## config.mk

```make
export PLATFORM = sky130hd
export DESIGN_NAME = mem_seq_arbiter_flat
export DESIGN_NICKNAME = d
export VERILOG_FILES = /design/src/rtl/mem_seq_arbiter_if.sv /design/src/rtl/mem_seq_arbiter.sv /design/src/flat_wrapper.sv
export SDC_FILE = /design/constraint.sdc
export NUM_CORES = 1
export LEC_CHECK = 0
export BUFFER_PORTS_ARGS = -buffer_cell sky130_fd_sc_hd__buf_2
export CAP_MARGIN = 20
export CORE_MARGIN = 2
export CORE_UTILIZATION = 47
export DETAILED_ROUTE_END_ITERATION = 16
export GPL_TIMING_DRIVEN = 0
export HOLD_SLACK_MARGIN = 0.12
export PLACE_DENSITY_LB_ADDON = 0.15
export SLEW_MARGIN = 20
export SYNTH_ARGS = -nofsm -noshare
export SYNTH_HDL_FRONTEND = slang
export SYNTH_SLANG_ARGS = --single-unit
```

## constraint.sdc

```tcl
create_clock -name clk_i -period 3.8 [get_ports clk_i]
set_input_delay 0.76 -clock clk_i [delete_from_list [all_inputs] [get_ports clk_i]]
set_output_delay 0.76 -clock clk_i [all_outputs]
set_load 0.05 [all_outputs]
```

## src/rtl/mem_seq_arbiter_if.sv

```systemverilog
// Bundles the fetch port, the data port and the 16-bit memory pins into one bus.
// The arbiter uses the slave modport; the requesters and the memory sit on the master side.
interface mem_seq_arbiter_if #(
    parameter int ADDR_WIDTH = 8
);
    logic                  instr_req_i;
    logic [ADDR_WIDTH-1:0] instr_addr_i;
    logic                  instr_gnt_o;
    logic                  instr_valid_o;
    logic [15:0]           instr_data_o;
    logic                  data_req_i;
    logic                  data_we_i;
    logic                  data_wide_i;
    logic [ADDR_WIDTH-1:0] data_addr_i;
    logic [31:0]           data_wdata_i;
    logic                  data_gnt_o;
    logic                  data_valid_o;
    logic [31:0]           data_rdata_o;
    logic                  busy_o;
    logic [ADDR_WIDTH-1:0] mem_addr_o;
    logic [15:0]           mem_value_o;
    logic [15:0]           mem_value_i;
    logic                  mem_rd_en_o;
    logic                  mem_wr_en_o;
    logic                  mem_enable_o;

    modport slave (
        input  instr_req_i, instr_addr_i,
        input  data_req_i, data_we_i, data_wide_i, data_addr_i, data_wdata_i,
        input  mem_value_i,
        output instr_gnt_o, instr_valid_o, instr_data_o,
        output data_gnt_o, data_valid_o, data_rdata_o, busy_o,
        output mem_addr_o, mem_value_o, mem_rd_en_o, mem_wr_en_o, mem_enable_o
    );

    modport master (
        output instr_req_i, instr_addr_i,
        output data_req_i, data_we_i, data_wide_i, data_addr_i, data_wdata_i,
        output mem_value_i,
        input  instr_gnt_o, instr_valid_o, instr_data_o,
        input  data_gnt_o, data_valid_o, data_rdata_o, busy_o,
        input  mem_addr_o, mem_value_o, mem_rd_en_o, mem_wr_en_o, mem_enable_o
    );
endinterface

```

## src/rtl/mem_seq_arbiter.sv

```systemverilog
// Shares one 16-bit memory port between fetch and data; 32-bit accesses split hi-then-lo.
// Latency: read 2 (wide 3), write 1 (wide 2); requests wait (held level) until their gnt pulse.
module mem_seq_arbiter #(
    parameter int ADDR_WIDTH   = 8,
    parameter int DATA_PRIO    = 1,
    parameter int STARVE_LIMIT = 4
) (
    input  logic clk_i,
    input  logic rst_i,
    mem_seq_arbiter_if.slave bus
);
    localparam logic [2:0] S_IDLE    = 3'd0;
    localparam logic [2:0] S_RD_A    = 3'd1;
    localparam logic [2:0] S_RD_B    = 3'd2;
    localparam logic [2:0] S_RD_WAIT = 3'd3;
    localparam logic [2:0] S_WR_A    = 3'd4;
    localparam logic [2:0] S_WR_B    = 3'd5;

    localparam logic OWN_INSTR = 1'b0;
    localparam logic OWN_DATA  = 1'b1;

    localparam int SW = (STARVE_LIMIT < 1) ? 1 : $clog2(STARVE_LIMIT + 1);
    localparam logic [SW-1:0] LIMIT = SW'(STARVE_LIMIT);

    logic [2:0]            state, state_nx;
    logic                  owner;
    logic [ADDR_WIDTH-1:0] lat_addr;
    logic                  lat_we;
    logic                  lat_wide;
    logic [31:0]           lat_wdata;
    logic [15:0]           hi_q;
    logic [15:0]           instr_data;
    logic [31:0]           data_rdata;
    logic                  instr_valid_q;
    logic                  data_valid_q;
    logic [SW-1:0]         starve_cnt;

    logic                  any_req;
    logic                  starved;
    logic                  pick_data;
    logic [ADDR_WIDTH-1:0] addr_inc;

    assign any_req  = bus.instr_req_i | bus.data_req_i;
    assign starved  = (starve_cnt == LIMIT);
    assign addr_inc = lat_addr + ADDR_WIDTH'(1);

    // Fetch is forced through once data has won LIMIT times in a row while it waited.
    always_comb begin
        pick_data = 1'b0;
        if (bus.data_req_i && !bus.instr_req_i) begin
            pick_data = 1'b1;
        end else if (bus.data_req_i && bus.instr_req_i) begin
            pick_data = (DATA_PRIO != 0) && !starved;
        end
    end

    always_comb begin
        state_nx = state;
        case (state)
            S_IDLE: begin
                if (any_req) begin
                    state_nx = (pick_data && bus.data_we_i) ? S_WR_A : S_RD_A;
                end
            end
            S_RD_A:    state_nx = lat_wide ? S_RD_B : S_RD_WAIT;
            S_RD_B:    state_nx = S_RD_WAIT;
            S_RD_WAIT: state_nx = S_IDLE;
            S_WR_A:    state_nx = lat_wide ? S_WR_B : S_IDLE;
            S_WR_B:    state_nx = S_IDLE;
            default:   state_nx = S_IDLE;
        endcase
    end

    always_ff @(posedge clk_i or negedge rst_i) begin
        if (!rst_i) begin
            state         <= S_IDLE;
            owner         <= OWN_INSTR;
            lat_addr      <= '0;
            lat_we        <= 1'b0;
            lat_wide      <= 1'b0;
            lat_wdata     <= '0;
            hi_q          <= '0;
            instr_data    <= '0;
            data_rdata    <= '0;
            instr_valid_q <= 1'b0;
            data_valid_q  <= 1'b0;
            starve_cnt    <= '0;
        end else begin
            state <= state_nx;
            if (state == S_IDLE) begin
                starve_cnt <= (pick_data && bus.instr_req_i)
                              ? (starved ? starve_cnt : starve_cnt + SW'(1)) : '0;
                if (any_req) begin
                    owner     <= pick_data ? OWN_DATA : OWN_INSTR;
                    lat_addr  <= pick_data ? bus.data_addr_i : bus.instr_addr_i;
                    lat_we    <= pick_data & bus.data_we_i;
                    lat_wide  <= pick_data & bus.data_wide_i;
                    lat_wdata <= bus.data_wdata_i;
                end
            end
            // Memory returns data one cycle after the strobe, so RD_B sees the high word.
            if (state == S_RD_B) begin
                hi_q <= bus.mem_value_i;
            end
            if (state == S_RD_WAIT) begin
                if (owner == OWN_DATA) begin
                    data_rdata <= lat_wide ? {hi_q, bus.mem_value_i} : {16'h0000, bus.mem_value_i};
                end else begin
                    instr_data <= bus.mem_value_i;
                end
            end
            instr_valid_q <= (state == S_RD_WAIT) && (owner == OWN_INSTR);
            data_valid_q  <= ((state == S_RD_WAIT) && (owner == OWN_DATA))
                           || ((state == S_WR_A) && !lat_wide)
                           || (state == S_WR_B);
        end
    end

    always_comb begin
        bus.mem_addr_o  = '0;
        bus.mem_value_o = '0;
        case (state)
            S_RD_A: bus.mem_addr_o = lat_addr;
            S_RD_B: bus.mem_addr_o = addr_inc;
            S_WR_A: begin
                bus.mem_addr_o  = lat_addr;
                bus.mem_value_o = lat_wide ? lat_wdata[31:16] : lat_wdata[15:0];
            end
            S_WR_B: begin
                bus.mem_addr_o  = addr_inc;
                bus.mem_value_o = lat_wdata[15:0];
            end
            default: ;
        endcase
    end

    assign bus.mem_rd_en_o   = (state == S_RD_A) || (state == S_RD_B);
    assign bus.mem_wr_en_o   = (state == S_WR_A) || (state == S_WR_B);
    assign bus.mem_enable_o  = bus.mem_rd_en_o | bus.mem_wr_en_o;
    assign bus.instr_gnt_o   = (state == S_RD_A) && (owner == OWN_INSTR);
    assign bus.data_gnt_o    = ((state == S_RD_A) || (state == S_WR_A)) && (owner == OWN_DATA);
    assign bus.instr_valid_o = instr_valid_q;
    assign bus.data_valid_o  = data_valid_q;
    assign bus.instr_data_o  = instr_data;
    assign bus.data_rdata_o  = data_rdata;
    assign bus.busy_o        = (state != S_IDLE);

    logic unused_we;
    assign unused_we = lat_we;
endmodule
```

## src/flat_wrapper.sv

```systemverilog
// flat-port wrapper written by rule: the top's interface ports become plain ports
module mem_seq_arbiter_flat 
#(
    parameter int ADDR_WIDTH   = 8,
    parameter int DATA_PRIO    = 1,
    parameter int STARVE_LIMIT = 4
)
  (clk_i, rst_i, bus_instr_req_i, bus_instr_addr_i, bus_data_req_i, bus_data_we_i, bus_data_wide_i, bus_data_addr_i, bus_data_wdata_i, bus_mem_value_i, bus_instr_gnt_o, bus_instr_valid_o, bus_instr_data_o, bus_data_gnt_o, bus_data_valid_o, bus_data_rdata_o, bus_busy_o, bus_mem_addr_o, bus_mem_value_o, bus_mem_rd_en_o, bus_mem_wr_en_o, bus_mem_enable_o);
  mem_seq_arbiter_if #(.ADDR_WIDTH(ADDR_WIDTH)) bus_i ();
  input  logic clk_i;
  input  logic rst_i;
  input wire logic [$bits(bus_i.instr_req_i)-1:0] bus_instr_req_i;
  input wire logic [$bits(bus_i.instr_addr_i)-1:0] bus_instr_addr_i;
  input wire logic [$bits(bus_i.data_req_i)-1:0] bus_data_req_i;
  input wire logic [$bits(bus_i.data_we_i)-1:0] bus_data_we_i;
  input wire logic [$bits(bus_i.data_wide_i)-1:0] bus_data_wide_i;
  input wire logic [$bits(bus_i.data_addr_i)-1:0] bus_data_addr_i;
  input wire logic [$bits(bus_i.data_wdata_i)-1:0] bus_data_wdata_i;
  input wire logic [$bits(bus_i.mem_value_i)-1:0] bus_mem_value_i;
  output wire logic [$bits(bus_i.instr_gnt_o)-1:0] bus_instr_gnt_o;
  output wire logic [$bits(bus_i.instr_valid_o)-1:0] bus_instr_valid_o;
  output wire logic [$bits(bus_i.instr_data_o)-1:0] bus_instr_data_o;
  output wire logic [$bits(bus_i.data_gnt_o)-1:0] bus_data_gnt_o;
  output wire logic [$bits(bus_i.data_valid_o)-1:0] bus_data_valid_o;
  output wire logic [$bits(bus_i.data_rdata_o)-1:0] bus_data_rdata_o;
  output wire logic [$bits(bus_i.busy_o)-1:0] bus_busy_o;
  output wire logic [$bits(bus_i.mem_addr_o)-1:0] bus_mem_addr_o;
  output wire logic [$bits(bus_i.mem_value_o)-1:0] bus_mem_value_o;
  output wire logic [$bits(bus_i.mem_rd_en_o)-1:0] bus_mem_rd_en_o;
  output wire logic [$bits(bus_i.mem_wr_en_o)-1:0] bus_mem_wr_en_o;
  output wire logic [$bits(bus_i.mem_enable_o)-1:0] bus_mem_enable_o;
  assign bus_i.instr_req_i = bus_instr_req_i;
  assign bus_i.instr_addr_i = bus_instr_addr_i;
  assign bus_i.data_req_i = bus_data_req_i;
  assign bus_i.data_we_i = bus_data_we_i;
  assign bus_i.data_wide_i = bus_data_wide_i;
  assign bus_i.data_addr_i = bus_data_addr_i;
  assign bus_i.data_wdata_i = bus_data_wdata_i;
  assign bus_i.mem_value_i = bus_mem_value_i;
  assign bus_instr_gnt_o = bus_i.instr_gnt_o;
  assign bus_instr_valid_o = bus_i.instr_valid_o;
  assign bus_instr_data_o = bus_i.instr_data_o;
  assign bus_data_gnt_o = bus_i.data_gnt_o;
  assign bus_data_valid_o = bus_i.data_valid_o;
  assign bus_data_rdata_o = bus_i.data_rdata_o;
  assign bus_busy_o = bus_i.busy_o;
  assign bus_mem_addr_o = bus_i.mem_addr_o;
  assign bus_mem_value_o = bus_i.mem_value_o;
  assign bus_mem_rd_en_o = bus_i.mem_rd_en_o;
  assign bus_mem_wr_en_o = bus_i.mem_wr_en_o;
  assign bus_mem_enable_o = bus_i.mem_enable_o;
  mem_seq_arbiter #(.ADDR_WIDTH(ADDR_WIDTH), .DATA_PRIO(DATA_PRIO), .STARVE_LIMIT(STARVE_LIMIT)) u_core (.clk_i(clk_i), .rst_i(rst_i), .bus(bus_i));
endmodule
```

==> reports/metrics.csv, run 1 <==
metric;value;unit
TritonCTS sink count;114;
Vias;4174;
Initial Util;48.73;%
first-pass GRT wire length;19.81;mm
sequential element share of the synthesized area;56.20;%
Num CTS Buffers;17;
Cell Count, Final, Fillers Out;826;
Tcrit/Tclk final;79.21;%
Synth warnings;0;
critical path fanouts, max;10;
Core Util, Final;63.16;%
final worst path period need;3.010;ns
grt total ovfl;0;
Pre-antenna DRT Iters;4;
number of global-route vias before repair;4147;
post-route DRC violation count;0;
CP required;3.04;ns
P&R area growth vs syn;29.60;%
Distinct cells, synth;44;
peak supply drop;0.0005841;V
status;completed;
CTS max path bufs;2;
commonest cells in the synthesized netlist;nand2_1 (191), dfrtp_1 (114), mux2_2 (33), o21ai_0 (30), a22o_1 (20);
MaxCap Viol Count;0;
RD Place Congestion;0.8322;
clk root buf;clkbuf_8;
Area contributors post-synth;dfrtp_1 (56%), nand2_1 (14%), mux2_2 (7.3%);
Setup Buffers After CTS;0;
clock latency on the worst-skew pair;0.53;ns
IO Pins;150;
Critical Path Start Type;register;
f_max;0.3322;GHz
# port buffers;148;
number of synthesized flops with an enable pin;0;
final-report hold violation count;0;
Worst Max-Slew Pin Slew;0.5469;ns
vias per cell;5.053;
Die ar.;11650;sq um
static leakage;0.003410;uW
Final setup violation count;0;
hold buffer count at CTS;0;
pwr/cell area;1028;nW/um^2
Synth area leader;dfrtp_1;
critical path class;reg -> out;
Post-Syn Area per Cell;9.973;sq um
# diodes;0;
DRT Wirelength;11.96;mm
#FFs+latches synth;114;
largest net degree at the start of global routing;72;
H-tree Lvls;4;
Min-Delay Path Class;in -> async;
post-cts resize count;0;
Die W;107.9;um
CTS tree;built;
DP HPWL;8.454;mm
layout cells sized above 1;35.22;%
Max Slew Vio Count;0;
Placed Cells;794;
initial antenna violation count;1;
Nets;750;
cell area after synthesis;5076;sq um
TNS Setup;0;ns
Cells after Synth;509;
wire length per cell;14.48;um
DRT antenna net count;0;
Main synth FF type;dfrtp_1;
RSZ-0062 raised after global routing;no;
DRT iter0 DRCs;181;
post-synth top area share;56.20;%
total global-route track usage;22.09;%
Die Y;107.9;um
clock-pin slew on the worst setup and hold paths;0.06;ns
most common cell in the synthesized netlist;nand2_1;
Crit. End Element;output port;
CORE AREA;10420;sq um
row count;37;
relative slew slack;63.54;%
share of flip-flops with an asynchronous set or reset;100.0;%
Layout Skew;0.02077;ns
critical path arrival;2.25;ns
syn_nets;582;
==> state kept, by name, summed over array words and instances (netlist names), 3 cells and up <==
signal,cells
u_core.bus.data_rdata_o,32
u_core.lat_wdata,32
u_core.bus.instr_data_o,16
u_core.hi_q,16
u_core.lat_addr,8
u_core.starve_cnt,3
u_core.state,3
==> metrics by stage <==
stage | instance area, sq um | total power (uW) | hold slack, ns | worst slack [ns]
2_1_floorplan | 5076 | 4521 | 0.4460 | 0.8843
3_3_place_gp | 5987 | 5222 | 0.4568 | 0.6271
3_5_place_dp | 6021 | 5310 | 0.4622 | 1.311
4_1_cts | 6579 | 6829 | 0.1636 | 0.7434
5_1_grt | 6579 | 7195 | 0.1668 | 0.6261
6_report | 6579 | 6761 | 0.1645 | 0.7900
==> power by group <==
| group | internal (uW) | total [uW] | switching [uW] |
|---|---|---|---|
| Sequential | 1790 | 2100 | 318 |
| Combinational | 909 | 3170 | 2260 |
| Clock | 929 | 1490 | 558 |
==> layer usage <==
metal	track usage [%]	wire length (um)
met1	28.50	5364
met2	34.68	5724
met3	7.930	673
met4	7.601	198
met5	0	0
==> cell type report <==
class | instances | area [sq um]
repair buffers | 149 | 774.5
clock inverters | 13 | 136.4
plain buffers | 31 | 177.7
fillers | 915 | 3837
clock buffers | 19 | 421.7
multi-input cells | 358 | 2023
flip-flops and latches | 114 | 2853
well taps | 136 | 170.2
inverters | 6 | 22.52
==> worst paths after layout <==
check / slack, ns / cells after the start / end / from
max: 0.79 / 7 / bus_mem_addr_o[2] / u_core.state[2]
min: 0.16 / 1 / u_core.bus.data_rdata_o[1] / rst_i
max reg2reg: 2.09 / 6 / u_core.bus.instr_data_o[14] / u_core.state[2]
min reg2reg: 0.47 / 2 / u_core.hi_q[9] / u_core.hi_q[9]
max in group asynchronous: 2.96 / 2 / u_core.bus.data_rdata_o[13] / rst_i
min in group clk_i: 0.42 / 3 / u_core.lat_wdata[2] / bus_data_wdata_i[2]
==> critical path: stages (launching register included) <==
cell and delay [ns]:
dfrtp_1 0.37, buf_6 0.15, or3b_4 0.40, buf_2 0.21, a21oi_1 0.15, o21ai_1 0.07, o21ai_0 0.09, buf_2 0.29
==> cells in the final DEF (no fill, tap or decap), types with 8 or more instances in the layout <==
cell type / netlist / layout
nand2_1: 191 / 191
buf_2: 10 / 157
dfrtp_1: 114 / 114
mux2_2: 33 / 33
o21ai_0: 30 / 30
a22o_1: 20 / 20
clkbuf_16: 0 / 16
clkbuf_1: 11 / 13
nor2_1: 9 / 9
a21oi_1: 8 / 8
mux2i_1: 8 / 8
==> cells by family (layout without fill, tap and decap cells) <==
logic type / after synthesis / count (layout) / synth area share, %
flip-flops: 114 / 114 / 56.20
AO/OA/AOI/OAI: 73 / 73 / 9.465
multiplexers: 41 / 41 / 8.898
buffers and inverters: 37 / 218 / 3.944
XOR/XNOR: 9 / 9 / 1.553
AND/OR/NAND/NOR: 232 / 232 / 19.20
adder cells (fa/ha/maj): 3 / 3 / 0.7395
Note: power is estimated with default switching activity, not from simulation.
==> run 2: changes to the inputs <==
clock period = 2.55 ns   (was 3.8 ns; I/O delays follow)
==> reports/metrics.csv, run 2 (same netlist as run 1, synthesis figures left out) <==
metric;value;unit
status;finished with violations;
failing checks;setup timing;
DRT antenna net count;0;
Crit. End Element;output port;
initial antenna violation count;0;
final worst path period need;2.590;ns
CP required;2.04;ns
Placement Cell Area;6021;sq um
relative slew slack;67.50;%
commonest non-fill, non-tap cell in the layout;nand2_1;
reg-to-reg startpoint;u_core.state[2];
Hold Crit Endpoint;u_core.lat_wdata[6];
Min-Delay Path Class;in -> reg;
Final setup violation count;2;
Pre-antenna DRT Iters;4;
Worst Max-Slew Pin Slew;0.4863;ns
Reg2Reg Setup Slack;0.70;ns
CTS max path bufs;2;
clock-pin slew on the worst setup and hold paths;0.06;ns
reg2reg path depth;7;
Die Y;107.9;um
total chip power;10710;uW
Nets;769;
clock latency on the worst-skew pair;0.53;ns
IO Pins;150;
P&R area growth vs syn;37.49;%
Cell Count, Final, Fillers Out;845;
critical path class;reg -> out;
final worst slack;-0.03981;ns
fillers;835;
worst hold margin;0.1716;ns
DP HPWL;8.543;mm
MaxCap Viol Count;0;
final instance area;6979;sq um
Tcrit/Tclk final;101.6;%
vias per cell;5.108;
critical path arrival;2.08;ns
Die ar.;11650;sq um
Num CTS Buffers;17;
row count;37;
CTS tree;built;
pwr/cell area;1535;nW/um^2
Initial Util;48.73;%
first-pass GRT wire length;19.67;mm
RSZ-0062 raised after global routing;yes;
reg2reg end;u_core.bus.instr_data_o[9];
# port buffers;148;
# diodes;0;
DRT Wirelength;12.45;mm
RD Place Congestion;0.8231;
clk root buf;clkbuf_8;
f_max;0.3861;GHz
total global-route track usage;22.02;%
Vias;4316;
static leakage;0.003565;uW
CORE AREA;10420;sq um
TritonCTS sink count;114;
largest net degree at the start of global routing;72;
Layout Skew;0.01059;ns
Placed Cells;794;
Worst Min Path Start;bus_data_wdata_i[6];
H-tree Lvls;4;
grt total ovfl;0;
crit path launch;u_core.state[2];
TNS Setup;-0.07531;ns
Max Slew Vio Count;0;
final-report hold violation count;0;
DRT iter0 DRCs;204;
Multi-input gate area;2079;sq um
flip-flop and latch area;2856;sq um
wire length per cell;14.73;um
peak supply drop;0.0007657;V
Die W;107.9;um
number of global-route vias before repair;4124;
commonest non-fill, non-tap cells in the layout;nand2_1 (191), buf_2 (136), dfrtp_1 (111);
post-route DRC violation count;0;
Critical Path Start Type;register;
Worst Hold Depth;3;
critical path fanouts, max;7;
layout cells sized above 1;38.36;%
==> run 2: report_power, final <==
part           internal, uW  total (uW)  switching, uW  leakage, uW
Sequential             2670        3150            479      0.00141
Clock                  1610        2410            800     0.000293
Combinational          1650        5160           3510      0.00186
==> run 2: critical path, stage by stage, from the launching register on <==
cell and delay (ns):
dfrtp_1 0.37, buf_6 0.13, or3b_4 0.41, a31oi_1 0.17, a21oi_1 0.06, a21oi_1 0.19, buf_4 0.23
==> run 2: per-layer routing <==
| metal | track usage, % | up-vias | wire [um] |
|---|---|---|---|
| met5 | 0 | - | 0 |
| met4 | 9.249 | 0 | 243 |
| met3 | 6.295 | 24 | 761 |
| met2 | 35.76 | 145 | 6102 |
| met1 | 27.69 | 2078 | 5339 |
| li1 | - | 2069 | - |
==> run 2: final cells by class <==
class | count | share of cell area [%]
Clock buffer | 22 | 6.346
Multi-Input combinational cell | 358 | 29.80
Sequential cell | 114 | 40.93
Buffer | 31 | 3.137
Timing Repair Buffer | 168 | 14.75
Clock inverter | 10 | 2.241
Tap cell | 136 | 2.438
Inverter | 6 | 0.3586
==> run 2: worst max path at each step <==
stage	to	slack, ns	depth (start not counted)
2_1_floorplan	bus_mem_value_o[0]	0.09	6
3_3_place_gp	u_core.lat_wdata[6]	-0.37	1
3_5_place_dp	bus_mem_value_o[10]	0.30	5
4_1_cts	bus_mem_addr_o[2]	-0.04	7
5_1_grt	bus_mem_addr_o[6]	-0.10	6
6_report	bus_mem_addr_o[6]	-0.04	6
==> run 2: timing repair <==
item	in CTS	in global routing
hold endpoints to repair	43	0
pin swaps	3	10
setup buffers	7	11
gates resized for setup	41	18
setup endpoints to repair	24	15
cloned	0	0
hold buffers	1	0
==> run 2: through the flow <==
stage / util [%] / setup slack (ns)
after floorplan: - / 0.08625
after global placement: 57.48 / -0.3701
after detailed placement: 57.80 / 0.2951
after CTS: 65.42 / -0.04456
after global routing: 67.00 / -0.1009
final: 67.00 / -0.03981
==> run 3: changes to the inputs <==
MAX_ROUTING_LAYER = met4   (was not set)
==> reports/metrics.csv, run 3 (same netlist as run 1, synthesis figures left out) <==
metric;value;unit
post-route DRC violation count;0;
MaxCap Viol Count;0;
clock power share;22.5;%
static leakage;0.003563;uW
clock latency on the worst-skew pair;0.52;ns
Die W;107.9;um
peak supply drop;0.0007654;V
RSZ-0062 raised after global routing;yes;
failing checks;setup timing;
Reg power frac;29.4;%
largest net degree at the start of global routing;72;
DRT antenna net count;0;
Net Switching;4771;uW
H-tree Lvls;4;
row count;37;
Worst Min Path Start;bus_data_wdata_i[6];
final-report hold violation count;0;
Critical Path Start Type;register;
fillers;836;
Initial Util;48.73;%
Min-Delay Path Class;in -> reg;
critical path fanouts, max;7;
layout cells sized above 1;38.22;%
CP required;2.04;ns
Pre-antenna DRT Iters;4;
commonest non-fill, non-tap cell in the layout;nand2_1;
Place WS;0.2951;ns
relative slew slack;67.31;%
# diodes;0;
RD Place Congestion;0.8355;
Die ar.;11650;sq um
TritonCTS sink count;114;
Crit. End Element;output port;
pwr/cell area;1533;nW/um^2
DRT Wirelength;12.41;mm
crit path launch;u_core.state[2];
status;finished with violations;
Die Y;107.9;um
flip-flop and latch area;2856;sq um
Tcrit/Tclk final;101.0;%
clock-pin slew on the worst setup and hold paths;0.06;ns
IO Pins;150;
grt total ovfl;0;
commonest non-fill, non-tap cells in the layout;nand2_1 (191), buf_2 (136), dfrtp_1 (111);
Placement Cell Area;6021;sq um
CTS max path bufs;2;
worst hold margin;0.1752;ns
Nets;769;
P&R area growth vs syn;37.37;%
Max Slew Vio Count;0;
Net Sw Frac;44.62;%
final instance area;6973;sq um
CTS tree;built;
critical path class;reg -> out;
final worst slack;-0.02541;ns
Worst Max-Slew Pin Slew;0.4891;ns
final worst path period need;2.575;ns
total global-route track usage;22.60;%
DRT iter0 DRCs;266;
number of global-route vias before repair;4124;
Multi-input gate area;2073;sq um
f_max;0.3883;GHz
CORE AREA;10420;sq um
# port buffers;148;
clk root buf;clkbuf_8;
Num CTS Buffers;17;
vias per cell;5.086;
Final setup violation count;2;
wire length per cell;14.68;um
Layout Skew;0.008262;ns
Vias;4298;
critical path arrival;2.07;ns
reg-to-reg startpoint;u_core.state[2];
Int Pwr;5922;uW
Logic pwr share;48.1;%
first-pass GRT wire length;19.67;mm
DP HPWL;8.543;mm
initial antenna violation count;0;
==> run 3: changes by cell type in the layout (fill, tap and decap cells not counted) <==
cell     delta
o22ai_2     -1
o22ai_1     +1
==> run 3: path summary, 6_finish.rpt <==
check	to	slack, ns	cells past startpoint
setup / recovery	bus_mem_addr_o[6]	-0.03	6
hold / removal	u_core.lat_wdata[6]	0.18	3
setup reg to reg	u_core.bus.instr_data_o[14]	0.69	7
hold reg to reg	u_core.hi_q[2]	0.47	2
max in group asynchronous	u_core.bus.data_rdata_o[14]	1.38	3
min in group asynchronous	u_core.bus.instr_data_o[3]	0.48	2
==> run 3: power groups by stage <==
stage	Combinational (uW)	Clock, uW	Sequential (uW)
after detailed placement	4760	0	3160
after global routing	5530	2540	3240
final	5140	2400	3150
after floorplan	2380	0	4360
after CTS	4950	2450	3130
after global placement	4670	0	3120
==> run 3: per-layer routing <==
metal	share of wire [%]	routed length (um)	track usage [%]
met1	42	5246	27.81
met3	6.3	783	5.872
met2	49	6139	35.80
met5	0	0	-
met4	1.9	235	8.974
==> run 3: area by class of cell <==
cell class / instances / area share [%]
clock buffers: 22 / 6.352
multi-input cells: 358 / 29.73
well taps: 136 / 2.440
clock inverters: 10 / 2.243
repair buffers: 168 / 14.77
inverters: 6 / 0.3589
plain buffers: 31 / 3.140
flip-flops and latches: 114 / 40.97
==> run 3: metrics by stage <==
step	cells	total power [uW]	util, %	setup TNS, ns
6_report	845	10690	66.94	-0.04892
3_5_place_dp	794	7920	57.80	0
3_3_place_gp	793	7781	57.48	-41.26
4_1_cts	834	10520	65.42	-0.06637
2_1_floorplan	509	6741	-	0
5_1_grt	845	11310	66.94	-0.4619
==> run 3: worst max-delay path, stage by stage (launching register included) <==
cell and delay, ns:
dfrtp_1 0.37, buf_6 0.14, or3b_4 0.41, a31oi_1 0.17, a21oi_1 0.06, a21oi_1 0.18, buf_4 0.22
==> run 3: timing repair <==
action                                 in CTS  in global routing
gates resized for setup                    41                 17
hold buffers                                1                  0
setup buffers                               7                 11
setup endpoints to repair                  24                 15
gates cloned                                0                  0
pin swaps                                   3                  9
endpoints found under the hold margin      43                  0
